File: config.mk
export PLATFORM = sky130hd
export DESIGN_NAME = k005297_abspgcntr
export DESIGN_NICKNAME = d
export VERILOG_FILES = /design/src/rtl/k005297_pkg.sv /design/src/rtl/FA.sv /design/src/rtl/k005297_abspgcntr.sv
export SDC_FILE = /design/constraint.sdc
export NUM_CORES = 1
export LEC_CHECK = 0
export BUFFER_PORTS_ARGS = -buffer_cell sky130_fd_sc_hd__buf_2
export CAP_MARGIN = 20
export CORE_ASPECT_RATIO = 1.1
export CORE_MARGIN = 2
export CORE_UTILIZATION = 55
export CTS_CLUSTER_DIAMETER = 200
export DETAILED_ROUTE_END_ITERATION = 7
export PLACE_DENSITY = 0.87
export SETUP_SLACK_MARGIN = 0.2
export SYNTH_ARGS = -nofsm -noshare
export SYNTH_HDL_FRONTEND = slang
export SYNTH_SLANG_ARGS = --single-unit
File: constraint.sdc
create_clock -name i_MCLK -period 4.3 [get_ports i_MCLK]
set_clock_uncertainty 0.05 [all_clocks]
set_input_delay 0.43 -clock i_MCLK [delete_from_list [all_inputs] [get_ports i_MCLK]]
set_output_delay 0.43 -clock i_MCLK [all_outputs]
set_load 0.05 [all_outputs]
File: src/rtl/k005297_pkg.sv
// Shared constants and ROT20 slot decoding for the K005297 page datapath
// (absolute page counter, page comparator, page register).
package k005297_pkg;

  localparam int          ABSPG_WIDTH = 12;
  localparam logic [11:0] ABSPG_MAX   = 12'd2052;

  localparam int SLOT_BIT0   = 0;
  localparam int SLOT_LATCH  = 12;
  localparam int SLOT_ARM    = 19;
  localparam int ROT20_SLOTS = 20;

  typedef struct packed {
    logic       vld;
    logic [4:0] idx;
  } slot_t;

  // Lowest active (zero) bit wins, so a malformed multi-hot input still
  // yields a single slot.
  function automatic slot_t rot20_decode(input logic [ROT20_SLOTS-1:0] rot20_n);
    slot_t s;
    s = '0;
    for (int k = ROT20_SLOTS - 1; k >= 0; k--) begin
      if (!rot20_n[k]) begin
        s.vld = 1'b1;
        s.idx = 5'(k);
      end
    end
    return s;
  endfunction

endpackage

File: src/rtl/FA.sv
// One-bit full adder cell shared across the K005297 serial datapaths.
module FA (
  input  logic A,
  input  logic B,
  input  logic CIN,
  output logic S,
  output logic COUT
);

  assign S    = A ^ B ^ CIN;
  assign COUT = (A & B) | (A & CIN) | (B & CIN);

endmodule

File: src/rtl/k005297_abspgcntr.sv
// Absolute page counter: 12-bit circulating serial register streamed LSB-first
// on ROT20 slots 0..11, incremented once per armed page event, wrapping at ABSPG_MAX.
module k005297_abspgcntr #(
  parameter int               WIDTH     = k005297_pkg::ABSPG_WIDTH,
  parameter logic [WIDTH-1:0] ABSPG_MAX = k005297_pkg::ABSPG_MAX
) (
  input  logic             i_MCLK,
  input  logic             i_RST,
  input  logic             i_CLK2M_PCEN_n,
  input  logic [19:0]      i_ROT20_n,
  input  logic             i_PGADV,
  input  logic             i_PGRST,
  output logic             o_ABSPGCNTR_LSB,
  output logic [WIDTH-1:0] o_ABSPG,
  output logic             o_PGWRAP
);

  import k005297_pkg::*;

  localparam int IW = $clog2(WIDTH);

  logic [WIDTH-1:0] sr;
  logic             c;
  logic             inc_pend, clr_pend;
  logic             inc_arm, clr_arm;
  logic             eq_acc;
  logic             wrap_flg;

  slot_t cur;
  logic  en, in_data, is_latch, is_arm;
  logic  sum, cout;
  logic  newbit, max_bit;
  logic  inc_req, clr_req;

  assign cur      = rot20_decode(i_ROT20_n);
  assign en       = ~i_CLK2M_PCEN_n;
  assign in_data  = cur.vld && (cur.idx < 5'(WIDTH));
  assign is_latch = cur.vld && (cur.idx == 5'(SLOT_LATCH));
  assign is_arm   = cur.vld && (cur.idx == 5'(SLOT_ARM));

  FA u_fa (
    .A    (sr[0]),
    .B    (1'b0),
    .CIN  (c),
    .S    (sum),
    .COUT (cout)
  );

  always_comb begin
    // NOTE: combinational outputs get a default first so no path infers a latch.
    newbit  = sum;
    max_bit = ABSPG_MAX[cur.idx[IW-1:0]];
    // A request in the arming cycle itself is folded straight into the arm.
    inc_req = inc_pend | i_PGADV;
    clr_req = clr_pend | i_PGRST;
    // Clear dominates; an increment from ABSPG_MAX writes zero without rippling.
    if (clr_arm || (inc_arm && wrap_flg)) newbit = 1'b0;
  end

  assign o_ABSPGCNTR_LSB = in_data & sr[0];

  always_ff @(posedge i_MCLK) begin
    // NOTE: reset is synchronous and overrides the clock enable, so a
    // partially shifted frame is discarded on the very next edge.
    if (i_RST) begin
      sr       <= '0;
      c        <= 1'b0;
      inc_pend <= 1'b0;
      clr_pend <= 1'b0;
      inc_arm  <= 1'b0;
      clr_arm  <= 1'b0;
      eq_acc   <= 1'b0;
      wrap_flg <= 1'b0;
      o_ABSPG  <= '0;
      o_PGWRAP <= 1'b0;
    end else if (en && cur.vld) begin
      // NOTE: all state uses non-blocking updates so every branch below sees
      // the pre-edge values of sr, c and the flags.
      o_PGWRAP <= 1'b0;

      if (is_arm) begin
        inc_arm  <= inc_req;
        clr_arm  <= clr_req;
        c        <= inc_req & ~clr_req;
        eq_acc   <= 1'b1;
        inc_pend <= 1'b0;
        clr_pend <= 1'b0;
      end else begin
        if (i_PGADV) inc_pend <= 1'b1;
        if (i_PGRST) clr_pend <= 1'b1;
      end

      if (in_data) begin
        c      <= cout;
        sr     <= {newbit, sr[WIDTH-1:1]};
        eq_acc <= eq_acc & (newbit == max_bit);
      end

      if (is_latch) begin
        o_ABSPG  <= sr;
        wrap_flg <= eq_acc;
        o_PGWRAP <= inc_arm & wrap_flg & ~clr_arm;
      end
    end
  end

endmodule

==> out/qor.csv <==
stage,metric,value,unit
worst_setup_path,Setup crit end kind,flop,
timing,Worst Max-Slew Pin Slew,0.950,ns
timing,final period utilization,50.3,%
worst_setup_path,CP max FO,14,
worst_setup_path,R2R Path Start,sr[0],
cts,CTS max path bufs,2,
synth,"Seq/Total Area, Yosys",41.9,%
worst_setup_path,Buf/Inv on CP,1,
route,final WL,3.15,mm
layout,Ant. Diodes,0,
synth,Netlist cell types,41,
layout,Register Area,641,um2
cts,clk slew on worst S/H paths,0.10,ns
layout,Fill cells,247,
floorplanning,area of the core,2700,um2
route,vias,1387,
global_routing,largest net degree at the start of global routing,33,
layout,Multi-input gate area,821,um2
layout,nets@finish,245,
route,initial DRC count,42,
cts,H-tree lvl count,2,
floorplanning,Die Height,59.3,um
place,PortBufs,38,
timing,Slew headroom,36.4,%
route,wire per inst,12.5,um
cts,PostCTS Resize Cnt,0,
timing,# setup viols final,0,
synth,synthesized net count,207,
worst_setup_path,CP Class,input port to flop,
place,placer congestion estimate,0.789,
outcome,status,finished clean,
timing,RSZ-0062 raised after global routing,false,
cts,TritonCTS Buffers,5,
worst_setup_path,CP max-delay cell,o211a_1,
route,Final ANT Viol Nets,0,
synth,Mean Syn Cell Area,8.45,um2
worst_setup_path,crit path from,i_ROT20_n[11],
synth,mapped cell area,1530,um2
worst_setup_path,CP required,4.45,ns
cts,Clock Latency Late Sink,0.32,ns
synth,number of synthesis warnings,0,
cts,Sink Count,32,
worst_setup_path,Worst Setup Start Kind,input port,
synth,number of synthesized flops with an enable pin,0,
flow_run,Max-cap violations,0,
timing,maximum clock frequency,462,MHz
min_path,Hold Crit Start,i_PGRST,
power,worst vdd ir,304,uV
floorplanning,Ports,39,
power,Power Density,319,nW/um2
timing,Final Hold Viols,0,
route,Via density,5.48,
layout,proportion of layout cells with a drive suffix above 1,25.5,%
global_routing,antenna violations before repair,0,
floorplanning,die area,3220,um2
timing,setup TNS,0,ns
global_routing,GRT Total Usage,21.8,%
cts,CTS tree,built,
worst_setup_path,largest stage delay on the critical path,0.68,ns
floorplanning,site row count,20,
global_routing,grt total ovfl,0,
cts,Post-CTS Hold Buffers,0,
synth,Yosys reg bits,32,
floorplanning,Die Wd,54.3,um
global_routing,vias in the first global route,1263,
synth,Mapped Cells,181,
timing,fin. max-slew vios,0,
layout,area grow syn2layout,17.1,%
place,Area after DPL,1720,um2
global_routing,first-pass GRT wire length,5.13,mm
route,drt first pass iters,5,
synth,post-synthesis async set-or-reset flop share,0,%
power,Pleak,0.712,nW
timing,minimum clock period,2.16,ns
cts,CTS Root Cell,clkbuf_4,
route,DRC Markers,0,
worst_setup_path,"Arr. time, crit path",2.31,ns
floorplanning,initial cell density of the core,56.6,%
layout,Final Cell Area,1790,um2
min_path,Hold WC Path Type,input port to flop,
worst_setup_path,Crit path max-delay family,compound AO/OA/AOI/OAI gates,
worst_setup_path,CP Cell Sequence,"buf_2, nand4_1, a31oi_1, a311oi_1, o31ai_2, o211a_1, mux2i_1, nor2_1",
cts,"Setup Fix Bufs, Post-CTS",0,
place,Post-DP HPWL,2.25,mm
synth,"Top FF cell, synth",dfxtp_1,
==> synthesized netlist by cell type (2+ instances only) <==
cell / instances / share of area (%)
a211oi_1: 3 / 1.5
a21oi_1: 18 / 5.9
a31oi_1: 2 / 0.82
and4_1: 2 / 1.1
clkbuf_1: 4 / 0.98
dfxtp_1: 32 / 42
inv_1: 5 / 1.2
mux2i_1: 13 / 8.5
nand2_1: 38 / 9.3
nand4_1: 4 / 1.6
nor2_1: 20 / 4.9
nor2b_1: 3 / 1.2
nor3_1: 5 / 1.6
o21ai_0: 4 / 1.3
or2_2: 2 / 0.82
==> final timing paths <==
| check | end | slack (ns) | cells after the start |
|---|---|---|---|
| setup / recovery | o_ABSPG[8] | 2.14 | 8 |
| hold / removal | clr_pend | 0.36 | 3 |
| setup reg to reg | eq_acc | 2.78 | 5 |
| hold reg to reg | o_PGWRAP | 0.42 | 2 |
==> cell families after synthesis <==
group                    after synthesis  share of synthesized area [%]
flip-flops                            32                           41.9
buffers and inverters                 13                           4.50
AND/OR/NAND/NOR                       81                           24.9
adder cells (fa/ha/maj)                1                          0.818
XOR/XNOR                               1                          0.572
AO/OA/AOI/OAI                         40                           18.9
multiplexers                          13                           8.50
==> flip-flops by register name (all words and copies together) (netlist names) <==
register  flops
inc_arm       1
c             1
o_PGWRAP      1
sr           12
inc_pend      1
wrap_flg      1
eq_acc        1
o_ABSPG      12
clr_pend      1
clr_arm       1
==> through the flow <==
step / cells / power [mW] / utilization (%) / hold slack, ns / worst slack [ns]
6_report: 253 / 0.571 / 66.3 / 0.359 / 2.14
2_1_floorplan: 181 / 0.336 / - / 0.395 / 2.35
5_1_grt: 253 / 0.597 / 66.3 / 0.375 / 1.97
4_1_cts: 253 / 0.576 / 66.3 / 0.361 / 2.12
3_5_place_dp: 245 / 0.359 / 63.5 / 0.404 / 1.78
3_3_place_gp: 245 / 0.358 / 63.5 / 0.403 / 1.87
==> worst reg2reg max path, stage by stage (launching register included) <==
cell	delay, ns
dfxtp_1	0.35
ha_1	0.28
inv_1	0.04
a211oi_1	0.37
xnor2_1	0.14
a211oi_2	0.22
==> cell type report <==
class | count | area share, %
Clock inverter | 2 | 1.96
Tap cell | 33 | 2.30
Sequential cell | 32 | 35.8
Timing Repair Buffer | 38 | 10.6
Inverter | 6 | 1.26
Multi-Input combinational cell | 136 | 45.8
Clock buffer | 6 | 2.30
==> power by group <==
part	switching, mW	internal [mW]	total, mW
clock	0.0971	0.122	0.219
combinational	0.0319	0.0208	0.0527
sequential	0.00118	0.298	0.300
==> metal layers <==
metal	vias to the layer above	GRT usage, %	wire, um
met5	-	0	0
met4	0	10.7	40
met3	5	6.06	129
met2	33	36.0	1600
met1	639	25.4	1380
li1	710	-	-
==> cells in the final DEF (no fill, tap or decap), drive strengths merged, types with 2 or more instances in the layout <==
cell type	n
a21oi	18
o31ai	2
nor3	5
buf	38
dfxtp	32
nor2	21
a31oi	2
o221a	2
a211oi	5
nand2	38
or2	2
nor2b	4
o21ai	4
mux2i	13
clkbuf	6
nand4	4
inv	6
and4	2
Note: power is estimated with default switching activity, not from simulation.
